$ cat config.mk
export PLATFORM = sky130hd
export DESIGN_NAME = x86_prefix_decoder
export DESIGN_NICKNAME = d
export VERILOG_FILES = /design/src/rtl/x86_prefix_decoder.sv
export SDC_FILE = /design/constraint.sdc
export NUM_CORES = 1
export LEC_CHECK = 0
export CORE_MARGIN = 5
export CORE_UTILIZATION = 49
export CTS_CLUSTER_DIAMETER = 50
export DETAILED_ROUTE_END_ITERATION = 7
export PLACE_DENSITY_LB_ADDON = 0.2
export SYNTH_ARGS = -nofsm -noshare
export SYNTH_HDL_FRONTEND = slang
export SYNTH_SLANG_ARGS = --single-unit
export TNS_END_PERCENT = 10
$ cat constraint.sdc
create_clock -name clock -period 2.69 [get_ports clock]
set_input_delay 0.538 -clock clock [delete_from_list [all_inputs] [get_ports clock]]
set_output_delay 0.538 -clock clock [all_outputs]
set_load 0.02 [all_outputs]
$ cat src/rtl/x86_prefix_decoder.sv
// x86_prefix_decoder: absorbs x86 prefix bytes and emits one registered opcode record per instruction
module x86_prefix_decoder #(
  parameter int                  IP_WIDTH  = 32,
  parameter int                  MAX_LEN   = 15,
  parameter bit                  EXT_FS_GS = 1'b1,
  parameter logic [IP_WIDTH-1:0] RESET_IP  = '0
) (
  input  logic                clock,
  input  logic                reset,
  input  logic                def_opsize,
  input  logic                def_adsize,
  input  logic                flush,
  input  logic [IP_WIDTH-1:0] flush_ip,
  input  logic                in_valid,
  input  logic [7:0]          in_byte,
  output logic                in_ready,
  output logic [IP_WIDTH-1:0] ip,
  output logic                out_valid,
  input  logic                out_ready,
  output logic [8:0]          out_opcode,
  output logic [2:0]          out_seg_id,
  output logic                out_seg_pre,
  output logic                out_opsize,
  output logic                out_adsize,
  output logic [1:0]          out_rep,
  output logic                out_lock,
  output logic [3:0]          out_len,
  output logic                out_fault,
  output logic [IP_WIDTH-1:0] out_ip_start,
  output logic [IP_WIDTH-1:0] out_ip_next
);
  typedef enum logic [1:0] {PREFIX, ESC, OUT} state_t;
  typedef struct packed {
    logic [8:0]          opcode;
    logic [2:0]          seg_id;
    logic                seg_pre;
    logic                opsize;
    logic                adsize;
    logic [1:0]          rep;
    logic                lock;
    logic [3:0]          len;
    logic                fault;
    logic [IP_WIDTH-1:0] ip_start;
    logic [IP_WIDTH-1:0] ip_next;
  } rec_t;
  state_t              state_q, state_d;
  rec_t                cur_q, cur_d, out_q, out_d;
  logic [IP_WIDTH-1:0] ip_q, ip_d;
  logic                dop_q, dop_d, dad_q, dad_d;
  logic                acc, is_seg, is_fsgs, is_esc, is_pfx, hit_max, term, restart;
  function automatic rec_t fresh(input logic [IP_WIDTH-1:0] start, input logic op, input logic ad);
    fresh = '0;
    fresh.seg_id = 3'd3;
    fresh.opsize = op;
    fresh.adsize = ad;
    fresh.ip_start = start;
  endfunction
  assign acc = in_valid & in_ready;
  always_comb begin
    is_seg = in_byte[7:5] == 3'b001 && in_byte[2:0] == 3'b110;
    is_fsgs = EXT_FS_GS && in_byte[7:1] == 7'b0110010;
    is_esc = in_byte == 8'h0f;
    is_pfx = is_seg | is_fsgs | is_esc | in_byte[7:1] == 7'b0110011 | in_byte == 8'hf0 | in_byte[7:1] == 7'b1111001;
    hit_max = cur_q.len + 4'd1 == 4'(MAX_LEN);
    term = state_q == ESC || !is_pfx || hit_max;
    restart = flush || (state_q == OUT && out_ready);
  end
  always_ff @(posedge clock) begin
    if (reset) begin
      state_q <= PREFIX;
      ip_q <= RESET_IP;
      cur_q <= fresh(RESET_IP, def_opsize, def_adsize);
      out_q <= '0;
      dop_q <= def_opsize;
      dad_q <= def_adsize;
    end else begin
      state_q <= state_d;
      ip_q <= ip_d;
      cur_q <= cur_d;
      out_q <= out_d;
      dop_q <= dop_d;
      dad_q <= dad_d;
    end
  end
  always_comb begin
    state_d = state_q;
    if (flush) state_d = PREFIX;
    else if (state_q == OUT) state_d = out_ready ? PREFIX : OUT;
    else if (acc) state_d = term ? OUT : is_esc ? ESC : PREFIX;
  end
  // prefixes set the non-default size against the size latched at instruction start
  always_comb begin
    cur_d = cur_q;
    out_d = out_q;
    dop_d = dop_q;
    dad_d = dad_q;
    ip_d = flush ? flush_ip : acc ? ip_q + IP_WIDTH'(1) : ip_q;
    if (restart) begin
      cur_d = fresh(flush ? flush_ip : ip_q, def_opsize, def_adsize);
      dop_d = def_opsize;
      dad_d = def_adsize;
    end else if (acc) begin
      cur_d.len = cur_q.len + 4'd1;
      if (state_q == PREFIX) begin
        if (is_seg || is_fsgs) begin
          cur_d.seg_id = is_seg ? {1'b0, in_byte[4:3]} : {2'b10, in_byte[0]};
          cur_d.seg_pre = 1'b1;
        end
        if (in_byte == 8'h66) cur_d.opsize = ~dop_q;
        if (in_byte == 8'h67) cur_d.adsize = ~dad_q;
        if (in_byte == 8'hf0) cur_d.lock = 1'b1;
        if (in_byte[7:1] == 7'b1111001) cur_d.rep = {1'b1, in_byte[0]};
      end
      if (term) begin
        out_d = cur_d;
        out_d.opcode = {state_q == ESC, in_byte};
        out_d.fault = state_q == PREFIX && is_pfx && hit_max;
        out_d.ip_next = ip_q + IP_WIDTH'(1);
      end
    end
  end
  always_comb begin
    out_valid = state_q == OUT;
    in_ready = state_q != OUT && !flush && !reset;
  end
  assign ip = ip_q;
  assign out_opcode = out_q.opcode;
  assign out_seg_id = out_q.seg_id;
  assign out_seg_pre = out_q.seg_pre;
  assign out_opsize = out_q.opsize;
  assign out_adsize = out_q.adsize;
  assign out_rep = out_q.rep;
  assign out_lock = out_q.lock;
  assign out_len = out_q.len;
  assign out_fault = out_q.fault;
  assign out_ip_start = out_q.ip_start;
  assign out_ip_next = out_q.ip_next;
endmodule

==> metrics.md <==
| Metric | Value |
|---|---|
| CP Max Fanout | `7` |
| Final Hold Vio Count | `0` |
| Max Root-Sink Buffers | `2` |
| HP Class | `reg -> reg` |
| Async SR Flop Fraction | `0%` |
| Seq pwr share | `43.3%` |
| Max-cap check violation count | `0` |
| Clk pwr share | `44.2%` |
| Setup TNS Final | `0 ps` |
| Post-synthesis cell count | `876` |
| Synthesized area | `0.00788 sq mm` |
| Max Clk Rate | `401 MHz` |
| GR Util met1 | `34.4%` |
| Worst path arrival time | `1960 ps` |
| Clk sink count | `168` |
| First-pass DRT Iterations | `6` |
| Setup CP Type | `reg -> out` |
| Chip Width | `137 um` |
| Layer carrying the most global-route usage | `met2` |
| Core area | `0.0158 sq mm` |
| Slew Limit Headroom | `54.1%` |
| FP Rows | `46` |
| DP HPWL | `15700 um` |
| Largest net degree at the start of global routing | `53` |
| Hold-fix buffers, CTS | `0` |
| Number of flops mapped to enable cells by yosys | `4` |
| Number of synthesized register bits | `168` |
| Comb pwr share | `12.5%` |
| Syn avg cell area | `8.99 sq um` |
| First-pass GRT wire length | `36100 um` |
| Fin crit share | `92.8%` |
| Ranking of synthesized cells by area | `dfxtp_1 42%, mux2i_1 10%, nand2_1 5.1%` |
| Share of the synthesized area in the top cell type | `41.7%` |
| TritonCTS clock tree | `done` |
| CP startpoint kind | `register` |
| Yosys warns | `0` |
| GRT met3 Usage | `4.12%` |
| Die area | `0.0187 sq mm` |
| Area grow syn2layout | `35.0%` |
| Initial Util | `49.8%` |
| Clock transition time at the flip-flop clock pins of the worst setup and hold paths | `70 ps` |
| WL final | `22500 um` |
| Sequential cell area fraction in the yosys report | `43.2%` |
| Req. time, crit path | `2150 ps` |
| Via density | `5.65` |
| Most common cell in the netlist | `dfxtp_1` |
| Synth area leader | `dfxtp_1` |
| Synth cell count leaders | `164 x dfxtp_1, 107 x nand2_1, 81 x mux2i_1` |
| Layout cells sized above 1 | `9.55%` |
| Clk_skew | `8.04 ps` |
| Count of different cell masters after synthesis | `61` |
| NetSw | `1560 uW` |
| Met2 Use GR | `38.6%` |
| Worst-margin pin slew | `682 ps` |
| Io pins | `168` |
| H-Tree Depth | `4` |
| Pint | `4690 uW` |
| Critical path capture point type | `output port` |
| Initial antenna violation count | `0` |
| GPL Wtd Cong | `0.926` |
| Routed WL per cell | `17.6 um` |
| RSZ-0062 raised after global routing | `false` |
| Clk Latency, worst-skew pair | `430 ps` |
| Post-CTS resize count | `0` |
| GRT Total Usage | `24.3%` |
| Slew Viols, Final | `0` |
| Dominant synthesized flop cell | `dfxtp_1` |
| Post-layout minimum cycle time | `2500 ps` |
| Leakage | `0.00441 uW` |
| CTS root buf | `clkbuf_16` |
| Antenna cells | `0` |
| Status | `completed` |
| Routed vias | `7197` |
| Antenna-violating nets left | `0` |
| Post-CTS setup buffers | `0` |
| Setup violations, final | `0` |
| Die Height | `137 um` |
| Synth Net Count | `926` |
| Pwr Density | `588 mW/mm^2` |
| Max VDD drop | `0.433 mV` |
| Post-route core utilization | `67.2%` |
| Port Buf Inserts | `167` |
| Sw frac | `25.0%` |
| Grt ovf | `0` |
| Initial drt markers | `618` |
| Cts bufs inserted | `17` |
| Vias in the first global route | `6844` |
| Final Net Count | `1095` |
| Residual DRC | `0` |
## critical path: stages, from the launching register on
cell	delay, ps
dfxtp_1	430
nand2b_1	210
inv_1	120
nor3_1	150
clkdlybuf4s50_1	630
## final cells by class
cell class              count  area (sq um)
repair buffers            220          2110
flip-flops and latches    168          3400
inverters                  21          78.8
multi-input cells         617          4100
clock buffers              19           453
clock inverters            13           218
well taps                 216           270
fillers                  1292          5190
## flip-flops by register name, indices dropped and copies added, names as in the netlist, 2 cells and up
name / flops
cur_q: 45
ip: 32
out_rep: 2
out_opcode: 9
out_len: 4
out_ip_next: 32
out_ip_start: 32
state_q: 2
out_seg_id: 3
## stage by stage
stage / std cells / setup WS [ps] / power [uW] / cell area (sq um) / hold WS (ps)
5_1_grt: 1274 / 74.8 / 6470 / 10600 / 470
4_1_cts: 1274 / 180 / 6290 / 10600 / 459
3_5_place_dp: 1242 / -19.6 / 3540 / 9960 / 449
3_3_place_gp: 1242 / 36.1 / 3530 / 9960 / 444
2_1_floorplan: 876 / 345 / 3170 / 7880 / 432
6_report: 1274 / 194 / 6250 / 10600 / 457
## final timing paths
path              slack, ps  cells after the start               to  startpoint
hold reg to reg         460                      2         out_lock    out_lock
setup / recovery        190                      4         in_ready  state_q[0]
hold / removal          460                      2         out_lock    out_lock
setup reg to reg        350                      6  out_ip_next[28]       ip[1]
## per-layer routing
metal / vias up / wire length, um
li1: 3492 / -
met1: 3451 / 10300
met2: 233 / 10400
met3: 21 / 1440
met4: 0 / 310
met5: - / 0
## cell usage in the layout (no fill, tap or decap), types with 12 or more instances in the layout
cell type        netlist  layout
nand2_1              107     107
clkbuf_16              0      17
a31oi_1               21      21
nor2b_1               20      20
mux2_1                20      20
or3_1                 13      13
a21oi_1               25      24
dfxtp_1              164     164
o21a_1                12      12
a211oi_1              30      30
nor2_1                67      67
buf_4                  5      49
nand3_1               13      12
inv_1                 21      20
o21ai_0               40      40
clkdlybuf4s50_1        0     165
xnor2_1               12      12
mux2i_1               81      81
## power groups by stage
| stage | Sequential (uW) | Clock, uW | Combinational, uW |
|---|---|---|---|
| finish | 2710 | 2760 | 781 |
| global route | 2720 | 2900 | 841 |
| CTS | 2710 | 2800 | 785 |
| detailed placement | 2760 | 0 | 779 |
| global placement | 2760 | 0 | 770 |
| floorplan | 2820 | 0 | 348 |
## logic make-up after synthesis
| family | Yosys count | synth area share (%) |
|---|---|---|
| AND/OR/NAND/NOR | 297 | 18.6 |
| AO/OA/AOI/OAI | 193 | 17.0 |
| flip-flops | 168 | 43.2 |
| multiplexers | 101 | 13.2 |
| buffers and inverters | 91 | 5.04 |
| XOR/XNOR | 23 | 2.56 |
| adder cells (fa/ha/maj) | 3 | 0.477 |
Note: power is estimated with default switching activity, not from simulation.
